===== src/rtl/lc3_pkg.sv =====
// lc3_pkg: shared encodings for the LC-3 control sequencer.
//   Opcodes, ALU_CONTROL operations, ALU_MuxB / PC_SEL / REG_SEL / ADDR_SEL
//   codes, FSM state encodings and the packed control word that the decoder
//   produces for each state.
// Optional feature macro: LC3_INDIRECT_EN adds the IND state (LDI/STI).
package lc3_pkg;

  localparam logic [3:0] OP_BR   = 4'b0000;
  localparam logic [3:0] OP_ADD  = 4'b0001;
  localparam logic [3:0] OP_LD   = 4'b0010;
  localparam logic [3:0] OP_ST   = 4'b0011;
  localparam logic [3:0] OP_JSR  = 4'b0100;
  localparam logic [3:0] OP_AND  = 4'b0101;
  localparam logic [3:0] OP_LDR  = 4'b0110;
  localparam logic [3:0] OP_STR  = 4'b0111;
  localparam logic [3:0] OP_RTI  = 4'b1000;
  localparam logic [3:0] OP_NOT  = 4'b1001;
  localparam logic [3:0] OP_LDI  = 4'b1010;
  localparam logic [3:0] OP_STI  = 4'b1011;
  localparam logic [3:0] OP_JMP  = 4'b1100;
  localparam logic [3:0] OP_RES  = 4'b1101;
  localparam logic [3:0] OP_LEA  = 4'b1110;
  localparam logic [3:0] OP_TRAP = 4'b1111;

  typedef enum logic [2:0] {
    ALU_ADD   = 3'd0,
    ALU_AND   = 3'd1,
    ALU_NOT   = 3'd2,
    ALU_PASSA = 3'd3,
    ALU_PASSB = 3'd4
  } alu_op_e;

  localparam logic [2:0] MUXB_RS2   = 3'b000;
  localparam logic [2:0] MUXB_IMM5  = 3'b100;
  localparam logic [2:0] MUXB_OFF6  = 3'b101;
  localparam logic [2:0] MUXB_OFF9  = 3'b110;
  localparam logic [2:0] MUXB_OFF11 = 3'b111;

  localparam logic MUXA_PC  = 1'b0;
  localparam logic MUXA_RS1 = 1'b1;

  localparam logic [1:0] PC_SEL_INC = 2'd0;
  localparam logic [1:0] PC_SEL_ALU = 2'd1;
  localparam logic [1:0] PC_SEL_RS1 = 2'd2;

  localparam logic [1:0] REG_SEL_ALU = 2'd0;
  localparam logic [1:0] REG_SEL_MDR = 2'd1;
  localparam logic [1:0] REG_SEL_PC  = 2'd2;

  localparam logic [1:0] ADDR_SEL_PC  = 2'd0;
  localparam logic [1:0] ADDR_SEL_ALU = 2'd1;
  localparam logic [1:0] ADDR_SEL_MAR = 2'd2;

  localparam logic [2:0] CC_RESET = 3'b010;

  typedef enum logic [2:0] {
    ST_FETCH  = 3'd0,
    ST_DECODE = 3'd1,
    ST_EXEC   = 3'd2,
`ifdef LC3_INDIRECT_EN
    ST_IND    = 3'd3,
`endif
    ST_MEM    = 3'd4,
    ST_WB     = 3'd5,
    ST_HALT   = 3'd6
  } state_e;

  // Control word registered by the FSM; all-zero is the idle/reset word.
  typedef struct packed {
    alu_op_e    alu_control;
    logic       mux_a;
    logic [2:0] mux_b;
    logic       ld_pc;
    logic [1:0] pc_sel;
    logic       ld_reg;
    logic [1:0] reg_sel;
    logic       dr_r7;
    logic       ld_mar;
    logic       ld_cc;
    logic       cc_from_mem;
    logic       mem_req;
    logic       mem_we;
    logic [1:0] addr_sel;
  } ctrl_t;

  function automatic logic branch_taken(input logic [2:0] nzp, input logic [2:0] cc);
    return |(nzp & cc);
  endfunction

endpackage


===== src/rtl/lc3_control_fsm_if.sv =====
// lc3_control_fsm_if: memory request/acknowledge port of the LC-3 sequencer.
//   MEM_REQ  request, held stable until MEM_ACK
//   MEM_WE   write qualifier for MEM_REQ
//   ADDR_SEL address source (0=PC, 1=ALU Y, 2=MAR)
//   MEM_ACK  handshake completion from memory
// master = sequencer side, slave = memory side.
interface lc3_control_fsm_if;
  logic       MEM_REQ;
  logic       MEM_WE;
  logic [1:0] ADDR_SEL;
  logic       MEM_ACK;

  modport master (output MEM_REQ, output MEM_WE, output ADDR_SEL, input MEM_ACK);
  modport slave  (input MEM_REQ, input MEM_WE, input ADDR_SEL, output MEM_ACK);
endinterface


===== src/rtl/lc3_decode.sv =====
// lc3_decode: combinational IR decode for the LC-3 sequencer.
//   ir        instruction register contents
//   state     state whose control word is requested (the FSM's next state)
//   cc        latched {N,Z,P} used for branch evaluation
//   ctrl      control word for that state
//   legal     opcode is supported by this build
//   exec_next state following EXEC for this opcode
//   is_load   opcode reads memory into a register
// Optional feature macro: LC3_INDIRECT_EN enables LDI/STI.
module lc3_decode
  import lc3_pkg::*;
(
  input  logic [15:0] ir,
  input  state_e      state,
  input  logic [2:0]  cc,
  output ctrl_t       ctrl,
  output logic        legal,
  output state_e      exec_next,
  output logic        is_load
);

  logic [3:0] op;
  logic       unused_ir;

  assign op        = ir[15:12];
  assign unused_ir = ^{ir[8:6], ir[4:0]};

  // Classification depends on IR only; kept apart from the state-dependent
  // control word so the FSM can feed its next state back in without a loop.
  always_comb begin : classify
    legal     = 1'b1;
    exec_next = ST_FETCH;
    is_load   = 1'b0;
    case (op)
      OP_LD, OP_LDR: begin
        exec_next = ST_MEM;
        is_load   = 1'b1;
      end
      OP_ST, OP_STR: exec_next = ST_MEM;
`ifdef LC3_INDIRECT_EN
      OP_LDI: begin
        exec_next = ST_IND;
        is_load   = 1'b1;
      end
      OP_STI: exec_next = ST_IND;
`else
      OP_LDI, OP_STI: legal = 1'b0;
`endif
      OP_RTI, OP_RES, OP_TRAP: legal = 1'b0;
      default: ;
    endcase
  end

  always_comb begin : control_word
    ctrl = '0;
    case (state)
      ST_FETCH: begin
        ctrl.mem_req  = 1'b1;
        ctrl.addr_sel = ADDR_SEL_PC;
      end
      ST_EXEC: begin
        case (op)
          OP_ADD, OP_AND: begin
            ctrl.alu_control = (op == OP_AND) ? ALU_AND : ALU_ADD;
            ctrl.mux_a       = MUXA_RS1;
            ctrl.mux_b       = ir[5] ? MUXB_IMM5 : MUXB_RS2;
            ctrl.ld_reg      = 1'b1;
            ctrl.reg_sel     = REG_SEL_ALU;
            ctrl.ld_cc       = 1'b1;
          end
          OP_NOT: begin
            ctrl.alu_control = ALU_NOT;
            ctrl.mux_a       = MUXA_RS1;
            ctrl.ld_reg      = 1'b1;
            ctrl.ld_cc       = 1'b1;
          end
          OP_LEA: begin
            ctrl.mux_a  = MUXA_PC;
            ctrl.mux_b  = MUXB_OFF9;
            ctrl.ld_reg = 1'b1;
          end
          OP_BR: begin
            ctrl.mux_a  = MUXA_PC;
            ctrl.mux_b  = MUXB_OFF9;
            ctrl.pc_sel = PC_SEL_ALU;
            ctrl.ld_pc  = branch_taken(ir[11:9], cc);
          end
          OP_JMP: begin
            ctrl.alu_control = ALU_PASSA;
            ctrl.mux_a       = MUXA_RS1;
            ctrl.ld_pc       = 1'b1;
            ctrl.pc_sel      = PC_SEL_RS1;
          end
          OP_JSR: begin
            // R7 and PC load on the same edge, so R7 takes the pre-jump PC.
            ctrl.ld_reg  = 1'b1;
            ctrl.reg_sel = REG_SEL_PC;
            ctrl.dr_r7   = 1'b1;
            ctrl.ld_pc   = 1'b1;
            if (ir[11]) begin
              ctrl.mux_a  = MUXA_PC;
              ctrl.mux_b  = MUXB_OFF11;
              ctrl.pc_sel = PC_SEL_ALU;
            end else begin
              ctrl.alu_control = ALU_PASSA;
              ctrl.mux_a       = MUXA_RS1;
              ctrl.pc_sel      = PC_SEL_RS1;
            end
          end
          OP_LD, OP_ST, OP_LDI, OP_STI: begin
            ctrl.mux_a  = MUXA_PC;
            ctrl.mux_b  = MUXB_OFF9;
            ctrl.ld_mar = legal;
          end
          OP_LDR, OP_STR: begin
            ctrl.mux_a  = MUXA_RS1;
            ctrl.mux_b  = MUXB_OFF6;
            ctrl.ld_mar = 1'b1;
          end
          default: ;
        endcase
      end
`ifdef LC3_INDIRECT_EN
      ST_IND: begin
        ctrl.mem_req  = 1'b1;
        ctrl.addr_sel = ADDR_SEL_MAR;
      end
`endif
      ST_MEM: begin
        ctrl.mem_req  = 1'b1;
        ctrl.addr_sel = ADDR_SEL_MAR;
        ctrl.mem_we   = ~is_load;
      end
      ST_WB: begin
        ctrl.ld_reg      = 1'b1;
        ctrl.reg_sel     = REG_SEL_MDR;
        ctrl.ld_cc       = 1'b1;
        ctrl.cc_from_mem = 1'b1;
      end
      default: ;
    endcase
  end

endmodule


===== src/rtl/lc3_control_fsm.sv =====
// lc3_control_fsm: multi-cycle LC-3 sequencer beside the Execution datapath.
//   CLK, RESET_N      clock (rising edge), asynchronous active-low reset
//   IR                current instruction register contents
//   N, Z, P           ALU result flags from Execution
//   LOAD_NZP          {N,Z,P} of memory read data
//   mem               memory req/ack port (lc3_control_fsm_if.master)
//   ALU_CONTROL, ALU_MuxA, ALU_MuxB    ALU operation and operand selects
//   LD_IR/LD_PC/LD_REG/LD_MDR/LD_MAR   one-cycle load strobes
//   PC_SEL, REG_SEL, DR_R7             PC source, register write source, R7 force
//   CC                latched {N,Z,P}
//   PC_RESET          RESET_PC, loaded by the external PC register in reset
//   ILLEGAL           one-cycle pulse on an unsupported opcode
//   HALTED            high while halted (left only by reset)
// Optional feature macro: LC3_INDIRECT_EN enables LDI/STI via the IND state.
module lc3_control_fsm
  import lc3_pkg::*;
#(
  parameter logic [15:0] RESET_PC = 16'h3000
) (
  input  logic                     CLK,
  input  logic                     RESET_N,
  input  logic [15:0]              IR,
  input  logic                     N,
  input  logic                     Z,
  input  logic                     P,
  input  logic [2:0]               LOAD_NZP,
  lc3_control_fsm_if.master        mem,
  output logic [2:0]               ALU_CONTROL,
  output logic                     ALU_MuxA,
  output logic [2:0]               ALU_MuxB,
  output logic                     LD_IR,
  output logic                     LD_PC,
  output logic                     LD_REG,
  output logic                     LD_MDR,
  output logic                     LD_MAR,
  output logic [1:0]               PC_SEL,
  output logic [1:0]               REG_SEL,
  output logic                     DR_R7,
  output logic [2:0]               CC,
  output logic [15:0]              PC_RESET,
  output logic                     ILLEGAL,
  output logic                     HALTED
);

  state_e     state_q, state_d;
  ctrl_t      ctrl_q, ctrl_d;
  logic [2:0] cc_q, cc_d;
  logic       illegal_q, illegal_d;
  logic       halted_q, halted_d;

  logic       legal;
  state_e     exec_next;
  logic       is_load;
  logic       ack_v;
  logic       fetch_ack;
  logic       mem_ack;
  logic       ind_ack;

  lc3_decode u_decode (
    .ir        (IR),
    .state     (state_d),
    .cc        (cc_q),
    .ctrl      (ctrl_d),
    .legal     (legal),
    .exec_next (exec_next),
    .is_load   (is_load)
  );

  // An ack only counts while our request is actually up; this also covers
  // the first FETCH cycle after reset, before MEM_REQ has risen.
  assign ack_v     = mem.MEM_ACK & ctrl_q.mem_req;
  assign fetch_ack = (state_q == ST_FETCH) & ack_v;
  assign mem_ack   = (state_q == ST_MEM) & ack_v;
`ifdef LC3_INDIRECT_EN
  assign ind_ack   = (state_q == ST_IND) & ack_v;
`else
  assign ind_ack   = 1'b0;
`endif

  always_comb begin
    state_d   = state_q;
    illegal_d = 1'b0;
    cc_d      = cc_q;
    case (state_q)
      ST_FETCH:  if (ack_v) state_d = ST_DECODE;
      ST_DECODE: begin
        if (legal) begin
          state_d = ST_EXEC;
        end else begin
          state_d   = ST_HALT;
          illegal_d = 1'b1;
        end
      end
      ST_EXEC:   state_d = exec_next;
`ifdef LC3_INDIRECT_EN
      ST_IND:    if (ack_v) state_d = ST_MEM;
`endif
      ST_MEM:    if (ack_v) state_d = is_load ? ST_WB : ST_FETCH;
      ST_WB:     state_d = ST_FETCH;
      ST_HALT:   state_d = ST_HALT;
      default:   state_d = ST_FETCH;
    endcase
    if (ctrl_q.ld_cc) begin
      cc_d = ctrl_q.cc_from_mem ? LOAD_NZP : {N, Z, P};
    end
    halted_d = (state_d == ST_HALT);
  end

  always_ff @(posedge CLK or negedge RESET_N) begin
    if (!RESET_N) begin
      state_q   <= ST_FETCH;
      ctrl_q    <= '0;
      cc_q      <= CC_RESET;
      illegal_q <= 1'b0;
      halted_q  <= 1'b0;
    end else begin
      state_q   <= state_d;
      ctrl_q    <= ctrl_d;
      cc_q      <= cc_d;
      illegal_q <= illegal_d;
      halted_q  <= halted_d;
    end
  end

  // Handshake-completion strobes must land in the ack cycle to meet the
  // minimum CPI, so they combine the registered state with MEM_ACK.
  assign LD_IR        = fetch_ack;
  assign LD_PC        = ctrl_q.ld_pc | fetch_ack;
  assign LD_MDR       = mem_ack & is_load;
  assign LD_MAR       = ctrl_q.ld_mar | ind_ack;

  assign ALU_CONTROL  = ctrl_q.alu_control;
  assign ALU_MuxA     = ctrl_q.mux_a;
  assign ALU_MuxB     = ctrl_q.mux_b;
  assign LD_REG       = ctrl_q.ld_reg;
  assign PC_SEL       = ctrl_q.pc_sel;
  assign REG_SEL      = ctrl_q.reg_sel;
  assign DR_R7        = ctrl_q.dr_r7;

  assign mem.MEM_REQ  = ctrl_q.mem_req;
  assign mem.MEM_WE   = ctrl_q.mem_we;
  assign mem.ADDR_SEL = ctrl_q.addr_sel;

  assign CC           = cc_q;
  assign PC_RESET     = RESET_PC;
  assign ILLEGAL      = illegal_q;
  assign HALTED       = halted_q;

endmodule


===== src/flat_wrapper.sv =====
// flat-port wrapper written by rule: the top's interface ports become plain ports
module lc3_control_fsm_flat import lc3_pkg::*;
#(
  parameter logic [15:0] RESET_PC = 16'h3000
)
  (CLK, RESET_N, IR, N, Z, P, LOAD_NZP, ALU_CONTROL, ALU_MuxA, ALU_MuxB, LD_IR, LD_PC, LD_REG, LD_MDR, LD_MAR, PC_SEL, REG_SEL, DR_R7, CC, PC_RESET, ILLEGAL, HALTED, mem_MEM_REQ, mem_MEM_WE, mem_ADDR_SEL, mem_MEM_ACK);
  lc3_control_fsm_if mem_i ();
  input  logic CLK;
  input  logic RESET_N;
  input  logic [15:0] IR;
  input  logic N;
  input  logic Z;
  input  logic P;
  input  logic [2:0] LOAD_NZP;
  output logic [2:0] ALU_CONTROL;
  output logic ALU_MuxA;
  output logic [2:0] ALU_MuxB;
  output logic LD_IR;
  output logic LD_PC;
  output logic LD_REG;
  output logic LD_MDR;
  output logic LD_MAR;
  output logic [1:0] PC_SEL;
  output logic [1:0] REG_SEL;
  output logic DR_R7;
  output logic [2:0] CC;
  output logic [15:0] PC_RESET;
  output logic ILLEGAL;
  output logic HALTED;
  output wire logic [$bits(mem_i.MEM_REQ)-1:0] mem_MEM_REQ;
  output wire logic [$bits(mem_i.MEM_WE)-1:0] mem_MEM_WE;
  output wire logic [$bits(mem_i.ADDR_SEL)-1:0] mem_ADDR_SEL;
  input wire logic [$bits(mem_i.MEM_ACK)-1:0] mem_MEM_ACK;
  assign mem_MEM_REQ = mem_i.MEM_REQ;
  assign mem_MEM_WE = mem_i.MEM_WE;
  assign mem_ADDR_SEL = mem_i.ADDR_SEL;
  assign mem_i.MEM_ACK = mem_MEM_ACK;
  lc3_control_fsm #(.RESET_PC(RESET_PC)) u_core (.CLK(CLK), .RESET_N(RESET_N), .IR(IR), .N(N), .Z(Z), .P(P), .LOAD_NZP(LOAD_NZP), .mem(mem_i), .ALU_CONTROL(ALU_CONTROL), .ALU_MuxA(ALU_MuxA), .ALU_MuxB(ALU_MuxB), .LD_IR(LD_IR), .LD_PC(LD_PC), .LD_REG(LD_REG), .LD_MDR(LD_MDR), .LD_MAR(LD_MAR), .PC_SEL(PC_SEL), .REG_SEL(REG_SEL), .DR_R7(DR_R7), .CC(CC), .PC_RESET(PC_RESET), .ILLEGAL(ILLEGAL), .HALTED(HALTED));
endmodule

===== config.mk =====
export PLATFORM = sky130hd
export DESIGN_NAME = lc3_control_fsm_flat
export DESIGN_NICKNAME = d
export VERILOG_FILES = /design/src/rtl/lc3_pkg.sv /design/src/rtl/lc3_control_fsm_if.sv /design/src/rtl/lc3_decode.sv /design/src/rtl/lc3_control_fsm.sv /design/src/flat_wrapper.sv
export SDC_FILE = /design/constraint.sdc
export NUM_CORES = 1
export LEC_CHECK = 0
export ABC_AREA = 1
export CAP_MARGIN = 5
export CORE_MARGIN = 2
export CORE_UTILIZATION = 44
export CTS_CLUSTER_SIZE = 20
export DETAILED_ROUTE_END_ITERATION = 6
export PLACE_DENSITY = 0.92
export SLEW_MARGIN = 5
export SYNTH_ARGS = -nofsm -noshare
export SYNTH_HDL_FRONTEND = slang
export SYNTH_SLANG_ARGS = --single-unit

===== constraint.sdc =====
create_clock -name CLK -period 3.55 [get_ports CLK]
set_clock_uncertainty 0.2 [all_clocks]
set_input_delay 0.71 -clock CLK [delete_from_list [all_inputs] [get_ports CLK]]
set_output_delay 0.71 -clock CLK [all_outputs]
set_load 0.005 [all_outputs]

== Yosys cells after proc, flatten, opt, wreduce, memory -nomap -nowiden ==
Cells that the tools add are included.
W data, S select, Z words.

* Bits in registers: 29
* Logic and storage cells: 97
* Input port bits: 25

* Eq/ne operators: 23
* Multiplexer cells: 34
* Reductions and logical operators: 15
* Bitwise gates (word level): 7

{| class="wikitable"
|+ Operators by type and width
! operator !! number
|-
| $eq A4 B4 Y1 const B || 8
|-
| $mux W3 || 8
|-
| $pmux W3 S4 || 2
|-
| $eq A4 B3 Y1 const B || 4
|-
| $eq A3 B3 Y1 const B || 5
|-
| $pmux W3 S5 || 1
|-
| $mux W1 || 12
|-
| $reduce_or A6 Y1 || 2
|-
| $mux W10 || 1
|-
| $mux W2 || 5
|-
| $reduce_or A5 Y1 || 2
|-
| $pmux W3 S3 || 1
|-
| $eq A4 B2 Y1 const B || 2
|-
| $reduce_or A2 Y1 || 4
|-
| $reduce_or A4 Y1 || 2
|-
| $eq A3 B2 Y1 const B || 2
|-
| $logic_not A3 Y1 || 2
|-
| $pmux W1 S2 || 3
|-
| $pmux W3 S2 || 1
|-
| $reduce_or A3 Y1 || 2
|-
| $and A1 B1 Y1 || 4
|-
| $eq A4 B1 Y1 const B || 1
|-
| $logic_not A4 Y1 || 1
|-
| $and A3 B3 Y3 || 1
|-
| 3 further kinds || 3
|}

== Depth between registers and ports, before layout ==
* Depth after elaboration: 9
* Gate-level depth with buffers: 10
* Depth with buffers taken out: 8

== Modules after synthesis ==
A second synthesis with hierarchy kept.

* Cell total of the unflattened synthesis: 189
* Area, all modules: 1542.7 um^2

{| class="wikitable"
|+ By module, submodules not included
! module !! times used !! cells each !! sequential area each (um^2) !! area an instance (um^2)
|-
| lc3_control_fsm || 1 || 104 || 726.9 || 1147.4
|-
| lc3_decode || 1 || 85 || 0.0 || 395.4
|}

== Least setup slack after synthesis ==
OpenSTA, ideal clock, no wires.

* Kind: input to output
* Start point: in IR[15]
* End point: out LD_MDR
* Arrival time: 1.322 ns
* Stages: 6
* Setup slack: 1.318 ns
* Path buffers: 1
* Cell sequence: buf_6 -> inv_2 -> nand2_1 -> nor2_1 -> nand3_2 -> inv_1

* Cells in the longest elaborated chain, start to end: 4
* Elaborated cells between the ends (all ways): 5

{| class="wikitable"
|+ Ends and longest elaborated chain
! what !! line !! source
|-
| from (decl) || flat_wrapper.sv:10 || <nowiki>input logic [15:0] IR;</nowiki>
|-
| $eq A4 B3 Y1 / $eq A4 B2 Y1 (equally long branches) || lc3_decode.sv:34 || <nowiki>case (op)</nowiki>
|-
| $reduce_or A2 Y1 (*) || -- ||
|-
| $mux W1 (*) || lc3_decode.sv:34 ||
|-
| $and A1 B1 Y1 (*) || lc3_control_fsm.sv:129 || <nowiki>assign LD_MDR = mem_ack & is_load;</nowiki>
|-
| to (decl) || flat_wrapper.sv:21 || <nowiki>output logic LD_MDR;</nowiki>
|}

Every way passes the cells marked *; elsewhere a longest branch is shown, timed or not.

== Worst setup path in the final report ==
* Start point: in IR[13]
* End point: out LD_MDR

Same word-level chain as after synthesis.

==> out/qor.csv <==
metric,value,unit
first-pass GRT wire length,3.974,mm
clock latency on the worst-skew pair,0.31,ns
Syn Area/Cell,8.300,um2
CTS root buf,clkbuf_4,
DRT Pass-1 Iters,4,
area delta synth->final,23.93,%
total wire length,2.484,mm
critical path endpoint category,output pin,
DIE HEIGHT,60.96,um
gr usage total,14.69,%
simple-gate share of the synthesized area,25.94,%
cts bufs inserted,3,
post-synthesis adder-cell area fraction,0,%
Leak Pwr,0.9190,nW
"Core Util, Final",57.48,%
"Clk pin slew, worst setup/hold paths",0.13,ns
maximum number of pins on one net before global-route repair,27,
routed vias/inst,4.293,
synthesized cell area,1428,um2
sequential fraction of the synthesis area,45.66,%
Fin. Hold Viols,0,
Power Density,505.1,nW/um2
hpwl dp,2.063,mm
xor-xnor portion of the synthesized cell area,0,%
Final Cell Area,1769,um2
worst hold path class,reg -> reg,
Tcrit/Tclk final,88.03,%
Compound-Gate Fraction of Synth Area,5.521,%
largest cells by area after synthesis,"dfrtp_1 44%, buf_4 15%, nand2_1 8.2%",
initial antenna violation count,0,
Setup WS post-layout,0.4248,ns
"area leader, netlist",dfrtp_1,
max-cap violations,0,
number of global-route vias before repair,989,
Syn Inst Count,172,
f_max,320.0,MHz
Chip Width,60.96,um
RSZ-0062 raised after global routing,false,
CTS max path bufs,2,
final setup vio count,0,
Tot Pwr,0.8936,mW
via count of the routed design,1069,
io pins,67,
Final min period,3.125,ns
DRC,0,
hold buffer count at cts,0,
WP data arrival,2.22,ns
Nets,231,
WL/cell,9.976,um
CP Launch Type,input pin,
crit path max fanout,5,
initial core utilization,46.38,%
share of cells above drive strength 1,15.61,%
WHS,0.3194,ns
CTS H-tree depth,1,
main combinational cell family by area after synthesis,simple AND/OR/NAND/NOR gates,
area occupied by multi-input gates,516.7,um2
post-synthesis mux area share,0,%
total core area,3078,um2
Placed Area,1733,um2
buffers added on ports,40,
setup_tns,0,ns
WP data required,2.64,ns
diode count,0,
placed cells,245,
fill cell count,291,
VDD IR max,0.0003300,V
GRT overflow,0,
post-synth top area share,43.82,%
Slew Limit Fails,0,
FF/Latch Area,651.9,um2
Routed Antenna Nets,0,
post_cts resized,0,
Die ar.,3716,um2
post-synthesis cell type count,24,
status,finished clean,
Std-Cell Rows,20,
Yosys Warn Count,0,
Worst Setup Path Type,in -> out,
Post-Layout Cell Count,249,
global placement routability congestion,0.8340,
Setup Buffers After CTS,0,
Yosys reg bits,26,
CTS tree,done,
First DRT Iteration DRCs,16,
Num Clock Sinks,26,
pre-CTS WS,0.4283,ns
-- worst max-delay path, stage by stage --
cell,delay (ns)
clkdlybuf4s50_1,0.55
nand2_1,0.11
nor2_1,0.17
nand3_2,0.11
inv_1,0.07
clkdlybuf4s50_1,0.49
-- metal layers --
| metal | vias up | track usage (%) | routed length, um | share of wire [%] |
|---|---|---|---|---|
| li1 | 547 | - | - | - |
| met1 | 477 | 15.51 | 963 | 39 |
| met2 | 39 | 27.19 | 1301 | 52 |
| met3 | 6 | 4.904 | 161 | 6.5 |
| met4 | 0 | 4.969 | 57 | 2.3 |
| met5 | - | 0 | 0 | 0 |
-- logic make-up after synthesis --
group           after synthesis
simple gates                 79
buf+inv                      53
compound gates               12
flops                        26
other cells                   2
-- state kept, by name (all words and copies together), names as in the netlist, 2 cells and up --
signal              count
u_core.ctrl_q           3
u_core.ALU_MuxB         3
u_core.PC_SEL           2
u_core.ALU_CONTROL      2
u_core.state_q          3
u_core.CC               3
-- path summary, 6_finish.rpt --
path / end / cells after the start / slack, ns / from
worst min-delay path: u_core.CC[1]$_DFFE_PN1P_ / 2 / 0.32 / u_core.CC[1]$_DFFE_PN1P_
min in group asynchronous: u_core.LD_MAR$_DFF_PN0_ / 2 / 0.54 / RESET_N
worst min register to register: u_core.CC[1]$_DFFE_PN1P_ / 2 / 0.32 / u_core.CC[1]$_DFFE_PN1P_
worst max-delay path: LD_MDR / 6 / 0.42 / IR[13]
worst max register to register: u_core.ctrl_q[13]$_DFF_PN0_ / 5 / 1.91 / u_core.state_q[2]$_DFF_PN0_
max in group asynchronous: u_core.CC[1]$_DFFE_PN1P_ / 2 / 2.31 / RESET_N
-- report_power, final --
part           switching, mW  internal [mW]
combinational          0.177          0.176
clock                 0.0811         0.0627
sequential            0.0328          0.364
total                  0.291          0.603
-- area by class of cell --
cell class / instances / area share, %
Inverter: 23 / 4.880
Multi-Input combinational cell: 109 / 29.21
Tap cell: 44 / 3.112
Sequential cell: 26 / 36.85
Clock buffer: 4 / 2.051
Timing Repair Buffer: 43 / 23.90
-- cells in the final DEF (no fill, tap or decap), types with 2 or more instances in the layout --
cell,n
dfrtp_1,25
nor2_2,12
a31oi_1,3
clkbuf_4,3
conb_1,18
nor2_1,17
inv_2,3
o21ai_1,2
nand3_1,9
a21oi_1,2
nand2_2,5
nand2_1,31
buf_4,3
clkdlybuf4s50_1,40
inv_1,20
o21ai_0,2
-- synth_stat cells, drive strengths merged --
| cell | n |
|---|---|
| o211ai | 1 |
| conb | 2 |
| buf | 30 |
| nand4 | 1 |
| o22ai | 1 |
| inv | 23 |
| nor3 | 1 |
| or2 | 1 |
| dfstp | 1 |
| nand3 | 10 |
| a31oi | 3 |
| a21oi | 3 |
| nand2 | 36 |
| nor2 | 30 |
| o21ai | 4 |
| dfrtp | 25 |
Power figures use the tool's default switching activity.
==> variant 1 (same settings) <==
Make the reset (`RESET_N`) synchronous in one clocked block. Comments in the files are not updated.
--- a/src/rtl/lc3_control_fsm.sv
+++ b/src/rtl/lc3_control_fsm.sv
@@ -108,3 +108,3 @@
 
-  always_ff @(posedge CLK or negedge RESET_N) begin
+  always_ff @(posedge CLK) begin
     if (!RESET_N) begin
Formal check against the unedited RTL: differs if RESET_N is asserted again (counterexample within 4 cycles, from zero or initial values and one cycle with RESET_N low); with RESET_N held inactive, the same outputs for 10 cycles.
==> variant 1 against the unedited design <==
  * Sequential share of layout area decreased by 5.5 points
  * Critical endpoint is now LD_PC
  * Setup slack got worse by 0.15 ns
  * Area after synthesis decreased by 1.1%
  * Cell count increased by 3.6%
  * Wire length increased by 1.6%
  * Cell area decreased by 2.7%
  * Sequential cell count increased by 1
Power is not compared: it rests on default switching activity, and its combinational part moved more than twofold at a synthesized area within 25%.
==> variant 1: results <==
[synthesis]
synth_compound_area_share_pct = 6.997

[finish]
fillers = 284
final_nets = 240
drive_above_1_share_pct = 15.42

[drt]
vias = 1144
wl_um = 2524
wl_met1_um = 1025
met3_length_um = 170

[worst_setup_path]
crit_end = "LD_PC"
r2r-start = "u_core.state_q[2]"
cp.arrival_ns = 2.36
cp_max_fo = 3
crit_start = "mem_MEM_ACK"
worstRegToRegCells = 6
reg2reg_setup_slack_ns = 1.94

[run_status]
status = "finished clean"

[hold_path]
holdCritStartpoint = "u_core.CC[1]"
hold_end = "u_core.CC[1]"

[grt]
use_met3_pct = 3.198
grt_pass1_wl_um = 4057

[sta]
timing.fmax_mhz = 305.6
hold_ws_ns = 0.3206

[place]
gp_congestion = 0.8863
pre_cts_slack_ns = 0.3047
hpwl_um = 2007
variant 1: cell type report:
| cell class | count | share of cell area, % |
|---|---|---|
| clock buffers | 4 | 1.526 |
| well taps | 44 | 3.198 |
| multi-input cells | 117 | 34.96 |
| inverters | 26 | 5.669 |
| repair buffers | 40 | 23.26 |
| flip-flops and latches | 27 | 31.40 |
variant 1: stage by stage:
stage | area, sq um | util (%) | std cells | total power (W)
final | 1722 | 56.39 | 258 | 0.0005193
after CTS | 1722 | 56.39 | 258 | 0.0005228
after global placement | 1695 | 55.53 | 254 | 0.0003960
after global routing | 1722 | 56.39 | 258 | 0.0005477
after floorplan | 1473 | - | 200 | 0.0003774
after detailed placement | 1695 | 55.53 | 254 | 0.0003979
variant 1: worst min-delay path, delay by kind of cell, from the launching register on:
kind	cells	cell delay (ns)
AOI/OAI and AO/OA	1	0.08
DFF	1	0.37
and+or+nand+nor	1	0.05
==> variant 2 (config.mk and constraints unchanged) <==
Made on the original files. Build with the macro `LC3_INDIRECT_EN` defined.
--- a/src/rtl/lc3_pkg.sv
+++ b/src/rtl/lc3_pkg.sv
@@ -5,2 +5,4 @@
 // Optional feature macro: LC3_INDIRECT_EN adds the IND state (LDI/STI).
+`define LC3_INDIRECT_EN
+
 package lc3_pkg;
Formal check against the unedited RTL: not equivalent (a bounded check fails within 4 cycles, from zero or initial values and one cycle with RESET_N low).
==> variant 2 against the unedited design <==
  * Area after synthesis is 8.0% higher
  * Sequential cell count rose by 1
  * Critical path depth increased by 1
  * Setup slack gained 0.046 ns
  * Cell area rose by 5.9%
  * Maximum frequency is 1.5% higher
  * Power is 4.9% higher
  * Combinational power is 8.5% higher
  * Synthesized cell count grew 13%
  * Wire length up 13%
  * Largest power group unchanged
==> variant 2: results <==
[run_status]
status = "finished clean"

[synthesis]
synth-warning-count = 0
synthTopCellsByCount = "35 x nand2_1, 30 x nor2_1, 29 x buf_4"
ys_types = 25
synth.area.top_cells = "dfrtp_1 42%, buf_4 14%, nand2_1 8.5%, nor2_1 7.3%, inv_1 5.1%"
ys.flop_type = "dfrtp_1"
ys_seq_area_share_pct = 43.91
async_reset_ff_share_pct = 100.0

[grt]
grt_max_degree = 28
track_usage_pct = 14.80
grt_use_met1_pct = 16.92
grt_pass1_wl_um = 4740
use_met2_pct = 28.72
use_met3_pct = 3.393
grt_pass1_vias = 1115
grt_antenna_before_repair = 0

[cts]
path_clk_slew_ns = 0.14
cts_setup_buffers = 0
cts_buffers = 3
cts-resized-gates = 0
clk-insertion-delay-late_ns = 0.33

[finish]
drive_above_1_share_pct = 12.83
fillers = 341
regMostFlops = "u_core.ctrl_q"
final_nets = 252

[sta]
hold_ws_ns = 0.3538

[place]
io_buffers = 40
gp_congestion = 0.8286
hpwl_um = 2352

[worst_setup_path]
crit_slowest_cell = "clkdlybuf4s50_1"
slowest_delay_ns = 0.44
reg2reg_setup_slack_ns = 1.90
cp_max_fo = 4
cp.required_ns = 2.64

[drt]
dr.pass1.iters = 4
drt_iter0_markers = 56
wl_per_cell_um = 10.30
vias = 1176

[pwr]
p_leak_nw = 0.9867
ir_drop_uv = 248.9
==> variant 2: cell count changes in the layout (fill, tap and decap cells not counted), moves of 2 or more <==
cell	before	now
nand2_1	31	35
nand3_1	9	11
nand3_2	1	3
nand4_1	1	3
nor2_1	17	30
nor2_2	12	5
==> variant 2: power by group <==
group          leakage, nW  internal, W  switching [W]
Clock               0.0177    0.0000423      0.0000906
Combinational        0.609     0.000194       0.000189
Sequential           0.360     0.000379      0.0000422
Total                0.987     0.000615       0.000322
==> variant 2: cell type report <==
class / count / area [sq um] / area share, %
flip-flops and latches: 27 / 676.9 / 36.14
clock inverters: 1 / 5.005 / 0.2672
repair buffers: 42 / 415.4 / 22.18
clock buffers: 3 / 22.52 / 1.202
multi-input cells: 128 / 601.8 / 32.13
well taps: 46 / 57.56 / 3.073
inverters: 25 / 93.84 / 5.010
==> variant 2: path summary, 6_finish.rpt <==
path | start | end | depth (start not counted)
setup / recovery | mem_MEM_ACK | LD_PC | 7
hold / removal | u_core.CC[1] | u_core.CC[1] | 2
setup reg to reg | u_core.state_q[1] | u_core.ALU_MuxA | 7
hold reg to reg | u_core.CC[1] | u_core.CC[1] | 2
max in group asynchronous | RESET_N | u_core.CC[1] | 2
min in group asynchronous | RESET_N | u_core.LD_REG | 2
==> variant 2: worst max-delay path, delay by kind of cell <==
kind | cells | cell delay [ns]
and+or+nand+nor | 3 | 0.46
buffers and inverters | 4 | 0.99
==> variant 2: cells by family (layout without fill, tap and decap cells) <==
logic type	after synthesis	in the layout	synth area share [%]
AND/OR/NAND/NOR	98	98	29.55
buffers and inverters	55	71	20.94
flip-flops	27	27	43.91
AO/OA/AOI/OAI	12	12	5.114
other	2	18	0.4872
==> variant 2: stage by stage <==
stage | power, W | cells | setup slack, ns | utilization, % | area, sq um
floorplan | 0.0006595 | 210 | 1.375 | - | 1602
global placement | 0.0008000 | 268 | 0.4659 | 54.87 | 1846
detailed placement | 0.0008161 | 268 | 0.4572 | 54.87 | 1846
CTS | 0.0009474 | 272 | 0.4582 | 55.69 | 1873
global route | 0.001010 | 272 | 0.3610 | 55.69 | 1873
finish | 0.0009372 | 272 | 0.4712 | 55.69 | 1873
==> variant 2: layer usage <==
layer	vias up	routed length, um
li1	621	-
met2	29	1550
met1	523	1131
met4	0	10
met5	-	0
met3	3	110
